===== config.mk =====
export PLATFORM = sky130hd
export DESIGN_NAME = uart_tx
export DESIGN_NICKNAME = d
export VERILOG_FILES = /design/src/rtl/uart_tx.sv
export SDC_FILE = /design/constraint.sdc
export NUM_CORES = 1
export LEC_CHECK = 0
export CORE_AREA = 3 3 80 82
export CTS_CLUSTER_DIAMETER = 60
export DETAILED_ROUTE_END_ITERATION = 10
export DIE_AREA = 0 0 83 85
export PLACE_DENSITY = 0.67
export SKIP_LAST_GASP = 1
export SYNTH_ARGS = -nofsm -noshare
export SYNTH_HDL_FRONTEND = slang
export SYNTH_SLANG_ARGS = --single-unit

===== constraint.sdc =====
create_clock -name clk -period 3.6 [get_ports clk]
set_input_delay 0.9 -clock clk [delete_from_list [all_inputs] [get_ports clk]]
set_output_delay 0.9 -clock clk [all_outputs]
set_load 0.02 [all_outputs]

===== src/rtl/uart_tx.sv =====
`default_nettype none
// ============================================================================
// Module      : uart_tx
// Description : 8N1/8N2 UART transmitter with a small valid/ready input FIFO.
//               Frames are start bit, 8 data bits LSB first, then STOP_BITS
//               stop bits, each bit lasting BAUD_DIV clock cycles.
// Revision    : 1.0 - initial release
// ============================================================================
module uart_tx #(
  parameter int CLK_FREQ   = 10_000_000,
  parameter int BAUD_RATE  = 115200,
  parameter int STOP_BITS  = 1,
  parameter int FIFO_DEPTH = 4
) (
  input  logic                          clk,
  input  logic                          rst,
  input  logic [7:0]                    tx_data,
  input  logic                          tx_valid,
  output logic                          tx_ready,
  output logic                          tx,
  output logic                          busy,
  output logic [$clog2(FIFO_DEPTH):0]   fifo_level
);

  localparam int BAUD_DIV = CLK_FREQ / BAUD_RATE;
  localparam int BW       = $clog2(BAUD_DIV);
  localparam int AW       = $clog2(FIFO_DEPTH);

  localparam logic [BW-1:0] C_BAUD_LOAD = BW'(BAUD_DIV - 1);
  localparam logic          C_LAST_STOP = (STOP_BITS == 2) ? 1'b1 : 1'b0;

  typedef enum logic [1:0] {
    S_IDLE  = 2'd0,
    S_START = 2'd1,
    S_DATA  = 2'd2,
    S_STOP  = 2'd3
  } state_t;

  // FIFO storage and pointers (extra MSB distinguishes full from empty)
  logic [7:0]    r_mem [FIFO_DEPTH];
  logic [AW:0]   r_wr_ptr;
  logic [AW:0]   r_rd_ptr;

  // Transmit datapath registers
  state_t        r_state;
  logic [BW-1:0] r_baud;
  logic [2:0]    r_bit;
  logic          r_stop;
  logic [7:0]    r_shift;
  logic          r_tx;

  // Next-state values
  state_t        w_state_nx;
  logic [BW-1:0] w_baud_nx;
  logic [2:0]    w_bit_nx;
  logic          w_stop_nx;
  logic [7:0]    w_shift_nx;
  logic          w_tx_nx;

  logic          w_full;
  logic          w_empty;
  logic          w_push;
  logic          w_pop;
  logic          w_baud_done;

  assign w_empty     = (r_wr_ptr == r_rd_ptr);
  assign w_full      = (r_wr_ptr[AW] != r_rd_ptr[AW]) &&
                       (r_wr_ptr[AW-1:0] == r_rd_ptr[AW-1:0]);
  assign w_push      = tx_valid && !w_full;
  assign w_baud_done = (r_baud == '0);

  assign tx_ready    = !w_full;
  assign fifo_level  = r_wr_ptr - r_rd_ptr;
  assign busy        = (r_state != S_IDLE) || !w_empty;
  assign tx          = r_tx;

  // FIFO storage write; contents need no reset since pointers gate reads
  always_ff @(posedge clk) begin
    if (w_push) begin
      r_mem[r_wr_ptr[AW-1:0]] <= tx_data;
    end
  end

  // FIFO pointer update on push and pop
  always_ff @(posedge clk or posedge rst) begin
    if (rst) begin
      r_wr_ptr <= '0;
      r_rd_ptr <= '0;
    end else begin
      if (w_push) begin
        r_wr_ptr <= r_wr_ptr + 1'b1;
      end
      if (w_pop) begin
        r_rd_ptr <= r_rd_ptr + 1'b1;
      end
    end
  end

  // Next-state logic: frame sequencing, baud timing and the pop decision
  always_comb begin
    w_state_nx = r_state;
    w_baud_nx  = r_baud;
    w_bit_nx   = r_bit;
    w_stop_nx  = r_stop;
    w_shift_nx = r_shift;
    w_pop      = 1'b0;
    w_tx_nx    = 1'b1;

    case (r_state)
      S_IDLE: begin
        if (!w_empty) begin
          w_pop      = 1'b1;
          w_shift_nx = r_mem[r_rd_ptr[AW-1:0]];
          w_baud_nx  = C_BAUD_LOAD;
          w_state_nx = S_START;
        end
      end
      S_START: begin
        if (w_baud_done) begin
          w_state_nx = S_DATA;
          w_bit_nx   = 3'd0;
          w_baud_nx  = C_BAUD_LOAD;
        end else begin
          w_baud_nx  = r_baud - 1'b1;
        end
      end
      S_DATA: begin
        if (w_baud_done) begin
          w_baud_nx = C_BAUD_LOAD;
          if (r_bit == 3'd7) begin
            w_state_nx = S_STOP;
            w_stop_nx  = 1'b0;
          end else begin
            w_bit_nx   = r_bit + 3'd1;
          end
        end else begin
          w_baud_nx = r_baud - 1'b1;
        end
      end
      S_STOP: begin
        if (w_baud_done) begin
          if (r_stop == C_LAST_STOP) begin
            // Chain straight into the next frame so there is no idle gap
            if (!w_empty) begin
              w_pop      = 1'b1;
              w_shift_nx = r_mem[r_rd_ptr[AW-1:0]];
              w_baud_nx  = C_BAUD_LOAD;
              w_state_nx = S_START;
            end else begin
              w_state_nx = S_IDLE;
            end
          end else begin
            w_stop_nx = 1'b1;
            w_baud_nx = C_BAUD_LOAD;
          end
        end else begin
          w_baud_nx = r_baud - 1'b1;
        end
      end
      default: begin
        w_state_nx = S_IDLE;
      end
    endcase

    // Line level follows the state being entered so tx is purely a flop
    case (w_state_nx)
      S_START: w_tx_nx = 1'b0;
      S_DATA:  w_tx_nx = w_shift_nx[w_bit_nx];
      default: w_tx_nx = 1'b1;
    endcase
  end

  // State and datapath registers; reset forces the line high at once
  always_ff @(posedge clk or posedge rst) begin
    if (rst) begin
      r_state <= S_IDLE;
      r_baud  <= '0;
      r_bit   <= 3'd0;
      r_stop  <= 1'b0;
      r_shift <= 8'h00;
      r_tx    <= 1'b1;
    end else begin
      r_state <= w_state_nx;
      r_baud  <= w_baud_nx;
      r_bit   <= w_bit_nx;
      r_stop  <= w_stop_nx;
      r_shift <= w_shift_nx;
      r_tx    <= w_tx_nx;
    end
  end

endmodule
`default_nettype wire


==> impl_metrics.py <==
metrics = {
    "run_status": {
        "status": "complete, no violations",
    },
    "power_and_ir_drop": {
        "p_leak_nw": 1.30,
        "p_total_mw": 1.87,
        "vdd_ir_drop_max_mv": 0.372,
        "powerDensity_nw_per_um2": 567,
    },
    "synthesis": {
        "synth_fp_nets": 250,
        "yosysMostFrequentCell": "edfxtp_1",
        "synth_top_area_share_pct": 34.0,
        "synth_edf_count": 32,
        "synth-async-reset-ratio_pct": 45.8,
        "synth_area_leaders": "edfxtp_1 (34%), dfrtp_1 (23%), ha_1 (5.8%)",
        "seq_area_frac_synth_pct": 57.9,
        "yosys.area.top_type": "edfxtp_1",
        "syn-mean-instance-area_sq_um": 12.6,
        "synth_area_sq_um": 2830,
        "syn_inst": 225,
        "synthTopCellsByCount": "edfxtp_1 (32), dfrtp_1 (26), nor2_1 (19)",
        "synth.distinct_cells": 48,
        "yosys_warnings": 0,
        "ys_ff_latch": 59,
        "synthFlopType": "edfxtp_1",
    },
    "floorplan": {
        "core_sq_um": 5820,
        "die_y_microns": 85,
        "initial_core_util_pct": 48.6,
        "io_pins": 17,
        "fp.dieW_microns": 83,
        "rows": 28,
        "dieArea_sq_um": 7060,
    },
    "grt": {
        "grt_max_degree": 28,
        "antenna_found_initial": 0,
        "grt_first_pass_wirelength_microns": 8820,
        "grt_pass1_vias": 1802,
        "gr-total-overflow": 0,
        "globalRouteTotalUtil_pct": 16.3,
    },
    "final_layout": {
        "nNetsFinal": 275,
        "final_cell_area_sq_um": 3290,
        "area_growth_pct": 16.5,
        "fin_cells": 330,
        "num_antenna_cells": 0,
        "post-route-util_pct": 56.6,
        "drive_gt1_share_pct": 14.9,
    },
    "sta": {
        "drv_slew": 0,
        "fmax_mhz": 325,
        "min_period_ns": 3.08,
        "fin_skew_ns": 0.00695,
        "finalSetupViolations": 0,
        "rsz0062_at_grt": "false",
        "finalSetupTns_ns": 0,
        "relSlewSlack_pct": 63.2,
        "worstMarginPinSlew_ns": 0.549,
        "finalCritPeriodShare_pct": 85.5,
        "hold_viol": 0,
    },
    "detailed_routing": {
        "dr_total_vias": 1806,
        "wl_per_cell_microns": 15.4,
        "vias_per_cell": 5.47,
        "postRouteAntennaNets": 0,
        "drt-total-wl_microns": 5090,
        "drc": 0,
        "routed.top_layer": "met4",
        "drt_pass1_iterations": 4,
        "drt_iter0_drc": 105,
        "met2RoutedLength_microns": 2360,
        "routedLengthMet1_microns": 2360,
        "dr_wl_met3_microns": 224,
    },
    "clocking": {
        "cts-resized-gates": 0,
        "cts_tree": "built",
        "clkTransAtPathRegs_ns": 0.07,
        "root_buffer": "clkbuf_8",
        "postCtsSetupRepairBufs": 0,
        "cts.sink_count": 59,
        "clock_latency_ns": 0.34,
        "postCtsHoldBufs": 0,
        "cts_made_buffers": 9,
        "h-tree-depth": 3,
        "max-clock-path-buffers": 2,
    },
    "setup_path": {
        "reg2reg_from": "r_baud[0]",
        "rrSetupSlack_ns": 0.74,
        "reg2reg_depth": 10,
        "worst-setup-path-type": "reg -> out",
        "crit_arrival_ns": 2.18,
        "worst_setup_path_start_kind": "register",
        "crit_required_ns": 2.70,
        "path_max_fanout": 4,
        "end_kind": "output pin",
        "r2r_end": "tx",
    },
    "job": {
        "cap_violations": 0,
    },
    "placed_design": {
        "place_inst": 314,
        "post_dp_cell_area_sq_um": 3080,
        "post-dp-hpwl_microns": 3530,
        "gp_congestion": 0.809,
        "io_buffers": 16,
    },
    "hold_path": {
        "min-delay-start": "r_shift[3]",
        "holdPathStages": 2,
        "hold_end": "r_shift[3]",
        "hp-class": "reg -> reg",
    },
}
## how the worst max path moves through the flow
stage | start | to | slack (ns)
global placement | r_rd_ptr[1] | busy | 0.85
detailed placement | r_baud[0] | tx | 0.81
CTS | r_rd_ptr[1] | busy | 0.49
floorplan | r_rd_ptr[1] | tx | 0.79
global route | r_wr_ptr[0] | fifo_level[2] | 0.37
finish | r_wr_ptr[0] | fifo_level[2] | 0.52
## per-stage QoR
step                      setup WS (ns)  hold WS, ns
after floorplan                   0.793        0.436
after global placement            0.854        0.457
after detailed placement          0.809        0.479
after CTS                         0.485        0.489
after global routing              0.375        0.507
final                             0.522        0.487
## area by class of cell
class	count	area, sq um
well taps	75	93.8
flip-flops and latches	59	1640
clock buffers	10	128
fillers	508	2520
repair buffers	20	190
inverters	17	63.8
clock inverters	6	88.8
multi-input cells	143	1090
## metal layers
metal | vias up | GRT usage [%]
li1 | 880 | -
met1 | 871 | 20.6
met2 | 43 | 24.7
met3 | 12 | 5.24
met4 | 0 | 9.66
met5 | - | 0
## critical path, stage by stage (launching register included)
cell and delay, ns:
dfrtp_1 0.37, inv_1 0.11, ha_1 0.22, fa_1 0.37
xor2_1 0.15, clkdlybuf4s50_1 0.61
## flip-flops by register name, indices dropped and copies added (netlist names)
signal / count
r_baud: 7
r_bit: 3
r_mem: 32
r_rd_ptr: 3
r_shift: 8
r_state: 2
r_wr_ptr: 3
tx: 1
## report_power, final
part	internal, mW	switching, mW	total, mW
registers	0.810	0.0285	0.839
clock network	0.391	0.270	0.661
logic	0.150	0.217	0.367
## logic make-up after synthesis
| family | Yosys count | share of synthesized area (%) |
|---|---|---|
| flip-flops | 59 | 57.9 |
| AO/OA/AOI/OAI | 53 | 13.0 |
| adder cells (fa/ha/maj) | 14 | 6.46 |
| multiplexers | 13 | 7.04 |
| buffers and inverters | 23 | 3.45 |
| AND/OR/NAND/NOR | 56 | 9.92 |
| XOR/XNOR | 7 | 2.17 |
## placed cells by master (no fill, tap or decap), types with 2 or more instances in the layout
| cell type | count |
|---|---|
| edfxtp_1 | 32 |
| dfrtp_1 | 26 |
| nor2_1 | 19 |
| inv_1 | 17 |
| clkdlybuf4s50_1 | 16 |
| nand2_1 | 13 |
| ha_1 | 13 |
| a21oi_1 | 12 |
| o21ai_0 | 11 |
| clkbuf_8 | 9 |
| and3_1 | 5 |
| mux4_2 | 5 |
| a22o_1 | 5 |
| mux2_2 | 5 |
| xnor2_1 | 4 |
| nand3_1 | 4 |
| nor3_1 | 4 |
| buf_4 | 4 |
| xor2_1 | 3 |
| o211ai_1 | 3 |
| o22ai_1 | 3 |
| a22oi_1 | 3 |
| mux2i_1 | 3 |
| a41oi_1 | 2 |
| o31ai_1 | 2 |
| and2_0 | 2 |
| and2_1 | 2 |
| or3_1 | 2 |
| clkinvlp_4 | 2 |
| bufinv_16 | 2 |
Note: power is estimated with default switching activity, not from simulation.
